## src/rtl/fp_addsub_pipe.sv

```systemverilog
// Three-stage pipelined floating-point adder/subtracter, round-to-nearest-even.
// Optional macro FP_ADDSUB_SPECIALS_EN adds Inf/NaN decode and bypass.
module fp_addsub_pipe #(
    parameter int unsigned EXP_W = 8,
    parameter int unsigned MAN_W = 23,
    localparam int unsigned W    = EXP_W + MAN_W + 1
) (
    input  logic         clk,
    input  logic         reset,
    input  logic         in_valid,
    output logic         in_ready,
    input  logic [W-1:0] A,
    input  logic [W-1:0] B,
    input  logic         op,
    output logic         out_valid,
    input  logic         out_ready,
    output logic [W-1:0] Output,
    output logic         overflow,
    output logic         inexact
);

    localparam int unsigned FW = MAN_W + 4;   // hidden, frac, guard, round, sticky
    localparam int unsigned EW = EXP_W + 1;   // exponent with headroom for overflow
    localparam int unsigned RW = MAN_W + 2;   // rounded mantissa plus carry
    localparam logic [EXP_W-1:0] EXP_ONES = '1;

    logic w_advance;

    // Stage 1 registers
    logic             r1_valid;
    logic             r1_sign;
    logic             r1_eff_sub;
    logic [EXP_W-1:0] r1_exp;
    logic [FW-1:0]    r1_ml;
    logic [FW-1:0]    r1_ms;
    logic             r1_zero_keep;
    logic             r1_special;
    logic [W-1:0]     r1_spec_word;

    // Stage 2 registers
    logic             r2_valid;
    logic             r2_sign;
    logic [EXP_W-1:0] r2_exp;
    logic [FW:0]      r2_sum;
    logic             r2_zero_keep;
    logic             r2_special;
    logic [W-1:0]     r2_spec_word;

    // Output registers
    logic             r_out_valid;
    logic [W-1:0]     r_output;
    logic             r_overflow;
    logic             r_inexact;

    assign w_advance = !r_out_valid || out_ready;
    assign in_ready  = w_advance;
    assign out_valid = r_out_valid;
    assign Output    = r_output;
    assign overflow  = r_overflow;
    assign inexact   = r_inexact;

    // Stage 1: unpack, order by magnitude, align the smaller operand
    logic [EXP_W-1:0] w_ea_f, w_eb_f, w_ea, w_eb, w_el, w_es, w_diff;
    logic [MAN_W:0]   w_ma, w_mb, w_ml, w_ms;
    logic             w_sa, w_sb, w_sl, w_ss, w_a_big, w_zero_keep;
    logic [31:0]      w_shamt;
    logic [2*FW-1:0]  w_ext;
    logic [FW-1:0]    w_s_al;
    logic             w_special;
    logic [W-1:0]     w_spec_word;

    assign w_ea_f = A[W-2:MAN_W];
    assign w_eb_f = B[W-2:MAN_W];
    assign w_ea   = (w_ea_f == '0) ? EXP_W'(1) : w_ea_f;
    assign w_eb   = (w_eb_f == '0) ? EXP_W'(1) : w_eb_f;
    assign w_ma   = {w_ea_f != '0, A[MAN_W-1:0]};
    assign w_mb   = {w_eb_f != '0, B[MAN_W-1:0]};
    assign w_sa   = A[W-1];
    assign w_sb   = B[W-1] ^ op;
    assign w_a_big = {w_ea, w_ma} >= {w_eb, w_mb};
    assign w_zero_keep = (A[W-2:0] == '0) && (B[W-2:0] == '0) && (w_sa == w_sb);

    always_comb begin
        w_el = w_eb;
        w_es = w_ea;
        w_ml = w_mb;
        w_ms = w_ma;
        w_sl = w_sb;
        w_ss = w_sa;
        if (w_a_big) begin
            w_el = w_ea;
            w_es = w_eb;
            w_ml = w_ma;
            w_ms = w_mb;
            w_sl = w_sa;
            w_ss = w_sb;
        end
    end

    assign w_diff  = w_el - w_es;
    assign w_shamt = (32'(w_diff) > FW) ? FW : 32'(w_diff);
    assign w_ext   = {w_ms, 3'b000, {FW{1'b0}}} >> w_shamt;
    assign w_s_al  = {w_ext[2*FW-1:FW+1], w_ext[FW] | (|w_ext[FW-1:0])};

`ifdef FP_ADDSUB_SPECIALS_EN
    logic w_a_inf, w_b_inf, w_a_nan, w_b_nan;
    assign w_a_inf   = (w_ea_f == EXP_ONES) && (A[MAN_W-1:0] == '0);
    assign w_b_inf   = (w_eb_f == EXP_ONES) && (B[MAN_W-1:0] == '0);
    assign w_a_nan   = (w_ea_f == EXP_ONES) && (A[MAN_W-1:0] != '0);
    assign w_b_nan   = (w_eb_f == EXP_ONES) && (B[MAN_W-1:0] != '0);
    assign w_special = (w_ea_f == EXP_ONES) || (w_eb_f == EXP_ONES);

    always_comb begin
        w_spec_word = {w_sb, EXP_ONES, MAN_W'(0)};
        if (w_a_nan || w_b_nan || (w_a_inf && w_b_inf && (w_sa != w_sb)))
            w_spec_word = {1'b0, EXP_ONES, 1'b1, (MAN_W-1)'(0)};
        else if (w_a_inf)
            w_spec_word = {w_sa, EXP_ONES, MAN_W'(0)};
    end
`else
    assign w_special   = 1'b0;
    assign w_spec_word = '0;
`endif

    // Stage 2: magnitude add or subtract; swap guarantees L >= S
    logic [FW:0] w_sum;
    assign w_sum = r1_eff_sub ? ({1'b0, r1_ml} - {1'b0, r1_ms})
                              : ({1'b0, r1_ml} + {1'b0, r1_ms});

    // Stage 3: normalise, round to nearest even, pack
    logic [31:0]      w_lz, w_lim, w_shl;
    logic [FW-1:0]    w_m;
    logic [EW-1:0]    w_e, w_e_fin;
    logic             w_up, w_ovf, w_inx;
    logic [RW-1:0]    w_rnd;
    logic [MAN_W-1:0] w_frac;
    logic [W-1:0]     w_res;

    always_comb begin
        w_lz = 32'(FW);
        for (int i = 0; i < int'(FW); i++) begin
            if (r2_sum[i]) w_lz = 32'(int'(FW) - 1 - i);
        end
    end

    always_comb begin
        w_lim   = 32'(r2_exp) - 32'd1;
        w_shl   = '0;
        w_m     = r2_sum[FW-1:0];
        w_e     = {1'b0, r2_exp};
        w_e_fin = '0;
        w_frac  = w_rnd_frac_default();
        if (r2_sum[FW]) begin
            w_m = {r2_sum[FW:2], r2_sum[1] | r2_sum[0]};
            w_e = {1'b0, r2_exp} + EW'(1);
        end else begin
            w_shl = (w_lz < w_lim) ? w_lz : w_lim;
            w_m   = r2_sum[FW-1:0] << w_shl;
            w_e   = {1'b0, r2_exp} - EW'(w_shl);
        end
        w_inx = |w_m[2:0];
        w_up  = w_m[2] && (w_m[1] || w_m[0] || w_m[3]);
        w_rnd = {1'b0, w_m[FW-1:3]} + RW'(w_up);
        if (w_rnd[RW-1]) begin
            w_e_fin = w_e + EW'(1);
            w_frac  = w_rnd[MAN_W:1];
        end else begin
            w_e_fin = w_rnd[MAN_W] ? w_e : '0;
            w_frac  = w_rnd[MAN_W-1:0];
        end
        w_ovf = w_e_fin >= {1'b0, EXP_ONES};
        w_res = {r2_sign, w_e_fin[EXP_W-1:0], w_frac};
        if (w_ovf)
            w_res = {r2_sign, EXP_ONES, MAN_W'(0)};
        if (r2_sum == '0)
            w_res = {r2_zero_keep && r2_sign, (W-1)'(0)};
        if (r2_special) begin
            w_res = r2_spec_word;
            w_ovf = 1'b0;
            w_inx = 1'b0;
        end
    end

    function automatic logic [MAN_W-1:0] w_rnd_frac_default();
        return '0;
    endfunction

    // Pipeline registers; whole pipe stalls together
    always_ff @(posedge clk) begin
        if (reset) begin
            r1_valid     <= 1'b0;
            r1_sign      <= 1'b0;
            r1_eff_sub   <= 1'b0;
            r1_exp       <= '0;
            r1_ml        <= '0;
            r1_ms        <= '0;
            r1_zero_keep <= 1'b0;
            r1_special   <= 1'b0;
            r1_spec_word <= '0;
            r2_valid     <= 1'b0;
            r2_sign      <= 1'b0;
            r2_exp       <= '0;
            r2_sum       <= '0;
            r2_zero_keep <= 1'b0;
            r2_special   <= 1'b0;
            r2_spec_word <= '0;
            r_out_valid  <= 1'b0;
            r_output     <= '0;
            r_overflow   <= 1'b0;
            r_inexact    <= 1'b0;
        end else if (w_advance) begin
            r1_valid     <= in_valid;
            r1_sign      <= w_sl;
            r1_eff_sub   <= w_sl ^ w_ss;
            r1_exp       <= w_el;
            r1_ml        <= {w_ml, 3'b000};
            r1_ms        <= w_s_al;
            r1_zero_keep <= w_zero_keep;
            r1_special   <= w_special;
            r1_spec_word <= w_spec_word;
            r2_valid     <= r1_valid;
            r2_sign      <= r1_sign;
            r2_exp       <= r1_exp;
            r2_sum       <= w_sum;
            r2_zero_keep <= r1_zero_keep;
            r2_special   <= r1_special;
            r2_spec_word <= r1_spec_word;
            r_out_valid  <= r2_valid;
            r_output     <= w_res;
            r_overflow   <= w_ovf;
            r_inexact    <= w_inx;
        end
    end

endmodule

```

## config.mk

```make
export PLATFORM = sky130hd
export DESIGN_NAME = fp_addsub_pipe
export DESIGN_NICKNAME = d
export VERILOG_FILES = /design/src/rtl/fp_addsub_pipe.sv
export SDC_FILE = /design/constraint.sdc
export NUM_CORES = 1
export LEC_CHECK = 0
export ABC_CLOCK_PERIOD_IN_PS = 22800
export CAP_MARGIN = 20
export CORE_AREA = 2 2 212 214
export DETAILED_ROUTE_END_ITERATION = 10
export DIE_AREA = 0 0 214 216
export GPL_TIMING_DRIVEN = 0
export PLACE_DENSITY = 0.61
export SLEW_MARGIN = 20
export SYNTH_ARGS = -nofsm -noshare
export SYNTH_HDL_FRONTEND = slang
export SYNTH_SLANG_ARGS = --single-unit
```

## constraint.sdc

```tcl
create_clock -name clk -period 22.8 [get_ports clk]
set_input_delay 4.56 -clock clk [delete_from_list [all_inputs] [get_ports clk]]
set_output_delay 4.56 -clock clk [all_outputs]
set_load 0.01 [all_outputs]
```

Word level (Yosys, flattened, before mapping):

Index checks and enable logic that the tools add are counted.

* add/subtract/negate cells: 8
* $lt $le $gt $ge: 4
* eq/ne operators: 1
* shifts and indexed selects: 2
* muxes and demuxes: 45
* bitwise operators: 4
* reduce and logical (&&, ||, !) cells: 17

Operators by type and width (count)
* 32-bit 2-to-1 mux: 28
* 31-bit zero test: 2
* 54-bit by 8-bit >> shifter with 54-bit output: 1
* 24-bit 2-to-1 mux: 2
* 8-bit 2-to-1 mux: 5
* 32-bit >= comparator: 1
* 32-bit less-than comparator: 1
* 27-bit by 32-bit left shift with 27-bit output: 1
* 31-bit 2-to-1 mux: 1
* 27-bit by 27-bit adder with 28-bit output: 1
* 28-bit zero test: 1
* 28-bit 2-to-1 mux: 1
* 27-bit by 27-bit subtractor with 28-bit output: 1
* 27-bit 2-to-1 mux: 1
* 9-bit 2-to-1 mux: 3
* 27-bit OR reduction: 1
* 24-bit by 1-bit adder with 25-bit output: 1
* 23-bit 2-to-1 mux: 1
* 8-bit zero test: 2
* 8-bit nonzero test: 2
* 8-bit by 1-bit adder with 9-bit output (second input constant): 1
* 9-bit by 1-bit adder with 9-bit output (second input constant): 1
* 9-bit by 8-bit >= comparator with 1-bit output (second input constant): 1
* 8-bit by 1-bit subtractor with 9-bit output (second input constant): 1
* other kinds (11): 20

* register bits after elaboration: 137
* output and inout bits: 36
* logic and storage cells: 97

Logic depth before layout (Yosys ltp):

Gate-level depths: netlist of the first run.

* word-level depth: 40
* gate-level depth with buffers: 36
* depth with buffers taken out: 32

Worst setup path before layout of the first run:

No wires, ideal clock.

* kind: input-to-reg
* start point: in A[25]
* end point: reg r1_ms[0]
* arrival: 10.124 ns
* setup slack: 12.531 ns
* stages: 28
* path buffers: 5
* cell sequence: clkbuf_1 -> nor4_1 -> nand2_1 -> nand2b_1 -> ha_1 -> nand4_1 -> nor4_1 -> o31ai_1 -> nand2_1 -> clkbuf_1 -> buf_1 -> buf_1 -> a21oi_1 -> ha_1 -> inv_1 -> a31o_2 -> a31oi_1 -> a41oi_1 -> and4b_1 -> buf_4 -> a22oi_1 -> nor2_1 -> o21ai_0 -> mux2_2 -> nand4b_1 -> or4b_1 -> a2111oi_0 -> a221oi_1

* cells in the longest elaborated chain, start to end: 10
* elaborated cells between the ends (all ways): 13
* those cells by class: 1 x add/sub; 2 x order compare; 1 x shift; 5 x mux; 1 x bitwise; 3 x reduce/logical

Ends and longest elaborated chain
* from (decl): line 12 `input logic [W-1:0] A,`
* 8-bit zero test: line 74 `assign w_ea = (w_ea_f == '0) ? EXP_W'(1) : w_ea_f;`
* 8-bit 2-to-1 mux: line 74
* 32-bit >= comparator: line 80 `assign w_a_big = {w_ea, w_ma} >= {w_eb, w_mb};`
* 8-bit 2-to-1 mux: line 90 `if (w_a_big) begin`
* 8-bit subtractor: line 100 `assign w_diff = w_el - w_es;`
* 8-bit by 5-bit > comparator with 1-bit output: line 101 `assign w_shamt = (32'(w_diff) > FW) ? FW : 32'(w_diff);`
* 8-bit 2-to-1 mux: line 101
* 54-bit by 8-bit >> shifter with 54-bit output (*): line 102 `assign w_ext = {w_ms, 3'b000, {FW{1'b0}}} >> w_shamt;`
* 27-bit OR reduction: line 103 `assign w_s_al = {w_ext[2*FW-1:FW+1], w_ext[FW] | (|w_ext[FW-1:0])};`
* 1-bit OR (*): line 103
* to (signal assigned): line 217 `r1_ms <= w_s_al;`
* to (decl): line 35 `logic [FW-1:0] r1_ms;`

Mark *: on every way between the ends. The rest lies on a longest branch, timed or not.
A chain may end at the register's enable or synchronous reset.

Worst setup path in the final report of the first run:

* start point: in B[26]
* end point: reg r1_ms[0]

* cells in the longest elaborated chain, start to end: 10
* elaborated cells between the ends (all ways): 13
* those cells by class: 1 x add/sub; 2 x order compare; 1 x shift; 5 x mux; 1 x bitwise; 3 x reduce/logical

Ends and longest elaborated chain
* from (decl): line 13 `input logic [W-1:0] B,`
* 8-bit zero test: line 75 `assign w_eb = (w_eb_f == '0) ? EXP_W'(1) : w_eb_f;`
* 8-bit 2-to-1 mux: line 75
* 32-bit >= comparator: line 80
* 8-bit 2-to-1 mux: line 90
* 8-bit subtractor: line 100
* 8-bit by 5-bit > comparator with 1-bit output: line 101
* 8-bit 2-to-1 mux: line 101
* 54-bit by 8-bit >> shifter with 54-bit output (*): line 102
* 27-bit OR reduction: line 103
* 1-bit OR (*): line 103

Marks and branches as above.

==> results.toml, run 1 <==
[worst_setup_path]
cp-startpoint = "B[26]"
max_stage_delay_ns = 0.57
timing.rr.start = "r2_exp[0]"
worstSetupStartpointType = "primary input"
end_kind = "flop"
worstSetupPathType = "in -> reg"
crit_slowest_cell = "buf_1"
cp.required_ns = 23.14
critPathMaxFanout = 10
critical_path_arrival_ns = 13.44

[place]
gp_congestion = 1.00
dp_hpwl_um = 53000
port_buffers = 103

[clock_network]
cts.sinks = 137
ctsHtreeMaxLevel = 4
clock_path_buffers = 2
cts_tree = "yes"
clk_latency_ns = 0.47
cts_buffers = 17
ctsResizeCount = 0
postCtsHoldBufs = 0
root_buffer = "clkbuf_16"
clk_pin_slew_worst_paths_ns = 0.07
postCtsSetupBuffers = 0

[synth]
synth.top_cell.area_share_pct = 18.0
ys_warn_count = 0
synthesis.area_mm2 = 0.0152
async_flop_share_pct = 0
syn-num-nets = 2330
ys_seq_area_share_pct = 18.0
yosysTopAreaCell = "dfxtp_1"
postSynthCellCount = 2161
ys_types = 104
synth-main-ff-cell = "dfxtp_1"
syn_avg_cell_area_um2 = 7.04
ys_seq_elements = 137
synth_edf_count = 0
synth_area_leaders = "dfxtp_1 (18%), ha_1 (8.1%), nand2_1 (6.6%)"

[global_routing]
antenna_found_initial = 1
grt_max_degree = 17
overflow = 0
grt_util_all_layers_pct = 27.9
grt_pass1_vias = 16755
grt_pass1_wl_um = 101000

[finish]
layout_common_cells = "nand2_1 (269), nor2_1 (213), o21ai_0 (139)"
drive_gt1_share_pct = 7.36
diodes = 0
final_common_cell = "nand2_1"
fin_nets = 2453
num-fill-cells = 4678
area_growth_pct = 15.7
post-route-util_pct = 40.2

[job]
drv_cap = 0

[timing]
hold_violations = 0
slew_headroom_pct = 24.9
fmax_mhz = 76.3
timing.final.crit_share_pct = 57.4
whs_ns = 0.447
drv_slew = 0
period_needed_ns = 13.10
worst-slew-pin-transition_ns = 1.12
rsz0062_at_grt = "no"
tns_ns = 0
fin_worst_skew_ns = 0.0146
setup_viol = 0

[floorplanning]
fp.dieH_um = 216
io_pins = 105
row_count = 77
dieWidth_um = 214
dieArea_mm2 = 0.0462
core-area_mm2 = 0.0438
start_util_pct = 34.7

[drt]
post_drt_wl_per_cell_um = 22.7
drtIter0Drc = 1695
drtPass1Iterations = 6
drc_errors = 0
viasPerCell = 6.08
ant_nets = 0
wl_um = 65500
vias = 17551

[power]
vdd_drop_max_v = 0.0000487
leakage_nw = 6.70
p_per_area_mw_per_mm2 = 101

[outcome]
status = "finished, final reports clean"

[worst_hold_path]
holdCritPathClass = "reg -> reg"
worstHoldStart = "r2_zero_keep"
==> cell type report <==
cell class                 instances  area [um2]  area share [%]
multi-input combinational       1746       11300            64.5
sequential                       137        2740            15.6
timing repair buffer             104        1040            5.88
tap                              592         741            4.21
buffer                           154         663            3.77
inverter                         124         468            2.66
clock buffer                      17         425            2.42
clock inverter                    15         179            1.02
==> logic make-up (layout without fill, tap and decap cells) <==
kind of cell | after synthesis | in the layout | synth area share [%]
compound gates | 734 | 734 | 33.6
xor+xnor | 65 | 65 | 3.74
fa+ha+maj | 100 | 100 | 8.32
buf+inv | 278 | 414 | 7.44
flops | 137 | 137 | 18.0
mux | 69 | 69 | 4.73
simple gates | 778 | 778 | 24.2
==> sequential cells by signal (all words and copies together), names as in the netlist <==
| register | cells |
|---|---|
| r1_zero_keep | 1 |
| r2_exp | 8 |
| r1_exp | 8 |
| inexact | 1 |
| out_valid | 1 |
| r2_sign | 1 |
| r2_sum | 28 |
| r1_eff_sub | 1 |
| r1_valid | 1 |
| r2_valid | 1 |
| Output | 32 |
| overflow | 1 |
| r2_zero_keep | 1 |
| r1_sign | 1 |
| r1_ml | 24 |
| r1_ms | 27 |
==> routing by layer <==
layer / up-vias / part of all wire, % / routed length (um) / track usage [%]
li1: 8258 / - / - / -
met5: - / 0.017 / 11 / 0
met1: 8354 / 43 / 28500 / 36.5
met3: 151 / 7.0 / 4580 / 3.83
met4: 2 / 4.0 / 2650 / 11.8
met2: 786 / 45 / 29800 / 45.9
==> stage by stage <==
step | std cells | worst slack [ns] | instance area (um2) | power, W
global route | 2889 | 9.35 | 17600 | 0.00188
CTS | 2889 | 9.90 | 17600 | 0.00175
finish | 2889 | 9.70 | 17600 | 0.00177
floorplan | 2161 | 12.53 | 15200 | 0.00109
detailed placement | 2857 | 9.42 | 17000 | 0.00144
global placement | 2856 | 9.38 | 17000 | 0.00144
==> power by group <==
group | total (W) | internal, W | switching [W]
Combinational | 0.00116 | 0.000427 | 0.000735
Clock | 0.000298 | 0.000166 | 0.000133
Sequential | 0.000312 | 0.000279 | 0.0000328
Total | 0.00177 | 0.000872 | 0.000900
==> cell usage after synthesis (26+ instances only) <==
cell	instances
nor3_1	65
a22oi_1	63
a211oi_1	74
clkbuf_1	104
dfxtp_1	137
a311oi_1	36
nor4_1	26
nand3_1	66
nor2_1	213
a21oi_1	134
nand2_1	269
o21ai_0	139
mux2i_1	48
xnor2_1	44
o211ai_1	38
ha_1	98
inv_1	120
==> critical path, delay by kind of cell <==
family	cells	cell delay (ns)
AOI/OAI and AO/OA	11	2.31
buffers and inverters	8	3.42
and+or+nand+nor	9	2.57
adders and majority gates	2	0.56
==> final timing paths <==
path / cells past startpoint / slack [ns] / endpoint
max reg2reg: 29 / 13.82 / Output[20]
max: 30 / 9.70 / r1_ms[0]
min reg2reg: 2 / 0.45 / r2_zero_keep
min: 2 / 0.45 / r2_zero_keep
Note: power is estimated with default switching activity, not from simulation.
==> inputs of run 2 (changes only) <==
--- a/config.mk
+++ b/config.mk
@@ -5,13 +5,13 @@
 export SDC_FILE = /design/constraint.sdc
 export NUM_CORES = 1
 export LEC_CHECK = 0
-export ABC_CLOCK_PERIOD_IN_PS = 22800
+export ABC_CLOCK_PERIOD_IN_PS = 10500
 export CAP_MARGIN = 20
 export CORE_AREA = 2 2 212 214
 export DETAILED_ROUTE_END_ITERATION = 10
 export DIE_AREA = 0 0 214 216
 export GPL_TIMING_DRIVEN = 0
-export PLACE_DENSITY = 0.61
+export PLACE_DENSITY = 0.63
 export SLEW_MARGIN = 20
 export SYNTH_ARGS = -nofsm -noshare
 export SYNTH_HDL_FRONTEND = slang
==> constraint.sdc (replaced) <==
create_clock -name clk -period 10.5 [get_ports clk]
set_input_delay 2.1 -clock clk [delete_from_list [all_inputs] [get_ports clk]]
set_output_delay 2.1 -clock clk [all_outputs]
set_load 0.01 [all_outputs]
==> run 2 against run 1 <==
Net effect:
- flip-flop and latch count unchanged
- worst setup slack got worse by 9.1 ns
- total power increased by 120%
- clock-buffer cell count increased by 2
- sequential share of layout area about the same
- utilization increased by 0.080 points
- combinational power increased by 120%
- highest routed layer is now met4
- largest cell class unchanged
- global-route usage increased by 0.82 points
- design area increased by 0.20%
- non-clock buffer count unchanged
- register-to-register slack got worse by 12 ns
==> results.toml, run 2 (same netlist as run 1, synthesis figures left out) <==
[outcome]
status = "finished, final reports clean"

[finish]
largest_reg_flops = 32
post-route-util_pct = 40.2
fin_nets = 2453
area_growth_pct = 16.0
layout_common_cells = "nand2_1 (269), nor2_1 (213), dfxtp_1 (137), o21ai_0 (137), a21oi_1 (134)"
fin_cells = 2889
num-fill-cells = 4622
diodes = 0
final_common_cell = "nand2_1"
drive_gt1_share_pct = 7.58

[drt]
drtIter0Drc = 1742
drc_errors = 0
ant_nets = 0
drtPass1Iterations = 6
post_drt_wl_per_cell_um = 23.4
viasPerCell = 6.12
wl_um = 67500
vias = 17694

[worst_setup_path]
end_kind = "flop"
critical_path_arrival_ns = 10.23
crit_slowest_cell = "clkdlybuf4s50_1"
max_stage_delay_ns = 0.55
worstSetupStartpointType = "primary input"
worstSetupPathType = "in -> reg"
cp.required_ns = 10.80
critPathMaxFanout = 10

[clock_network]
cts.sinks = 137
postCtsHoldBufs = 0
root_buffer = "clkbuf_16"
cts_buffers = 17
clk_pin_slew_worst_paths_ns = 0.06
ctsHtreeMaxLevel = 4
clk_latency_ns = 0.47
cts_tree = "yes"
clock_path_buffers = 2

[power]
leakage_nw = 6.73
vdd_drop_max_v = 0.000130
p_per_area_mw_per_mm2 = 221

[place]
place_ws_ns = -0.357
gp_congestion = 0.988
placed_cells = 2857
dp_hpwl_um = 54500
port_buffers = 103

[timing]
slew_headroom_pct = 22.7
drv_slew = 0
hold_violations = 0
timing.final.crit_share_pct = 94.6
setup_viol = 0
whs_ns = 0.449
finalWorstSetupSlack_ns = 0.568
period_needed_ns = 9.93
tns_ns = 0
fmax_mhz = 101
fin_worst_skew_ns = 0.0211
worst-slew-pin-transition_ns = 1.15
rsz0062_at_grt = "no"

[job]
drv_cap = 0

[floorplanning]
core-area_mm2 = 0.0438
dieWidth_um = 214
dieArea_mm2 = 0.0462
row_count = 77
fp.dieH_um = 216
io_pins = 105
start_util_pct = 34.7

[worst_hold_path]
holdCritPathClass = "reg -> reg"

[global_routing]
grt_max_degree = 17
overflow = 0
antenna_found_initial = 0
grt_pass1_vias = 17217
grt_pass1_wl_um = 103000
grt_util_all_layers_pct = 28.7
-- run 2: where the power goes --
part,switching (W),internal [W],total [W]
Sequential,0.0000691,0.000606,0.000675
Clock,0.000275,0.000393,0.000668
Combinational,0.00162,0.000928,0.00255
-- run 2: through the flow --
stage          power [W]  cell area, um2
4_1_cts          0.00384           17600
2_1_floorplan    0.00237           15200
5_1_grt          0.00412           17600
6_report         0.00389           17600
3_5_place_dp     0.00317           17000
3_3_place_gp     0.00316           17000
-- run 2: critical path, delay by kind of cell --
| family | cells | cell delay, ns |
|---|---|---|
| compound gates | 11 | 2.39 |
| simple gates | 8 | 2.48 |
| buf+inv | 8 | 2.37 |
| mux | 1 | 0.29 |
| fa+ha+maj | 2 | 0.55 |
-- run 2: worst paths after layout --
| path | cells past startpoint | slack [ns] | startpoint | to |
|---|---|---|---|---|
| worst max-delay path | 30 | 0.57 | B[26] | r1_ms[0] |
| worst min-delay path | 2 | 0.45 | r2_zero_keep | r2_zero_keep |
| worst max register to register | 29 | 1.49 | r2_exp[0] | Output[14] |
| worst min register to register | 2 | 0.45 | r2_zero_keep | r2_zero_keep |
-- run 2: area by class of cell --
class                   instances  area [um2]  share of cell area, %
clock buffers                  19         453                   2.57
well taps                     592         741                   4.20
clock inverters                13         180                   1.02
multi-input cells            1746       11300                   64.3
plain buffers                 154         669                   3.79
inverters                     124         468                   2.65
repair buffers                104        1040                   5.87
flip-flops and latches        137        2740                   15.5
-- run 2: layer usage --
layer  global-route usage [%]  part of all wire, %  vias up  wire length [um]
li1                         -                    -     8255                 -
met1                     34.6                   41     8441             27600
met2                     49.4                   47      804             31800
met3                     3.96                  6.5      194              4420
met4                     15.5                  5.4        0              3670
met5                        0                    0        -                 0
-- run 2: timing repair --
item,4_1_cts,5_1_grt
resized for setup,0,10
setup buffers,0,0
endpoints found under the setup margin,0,17
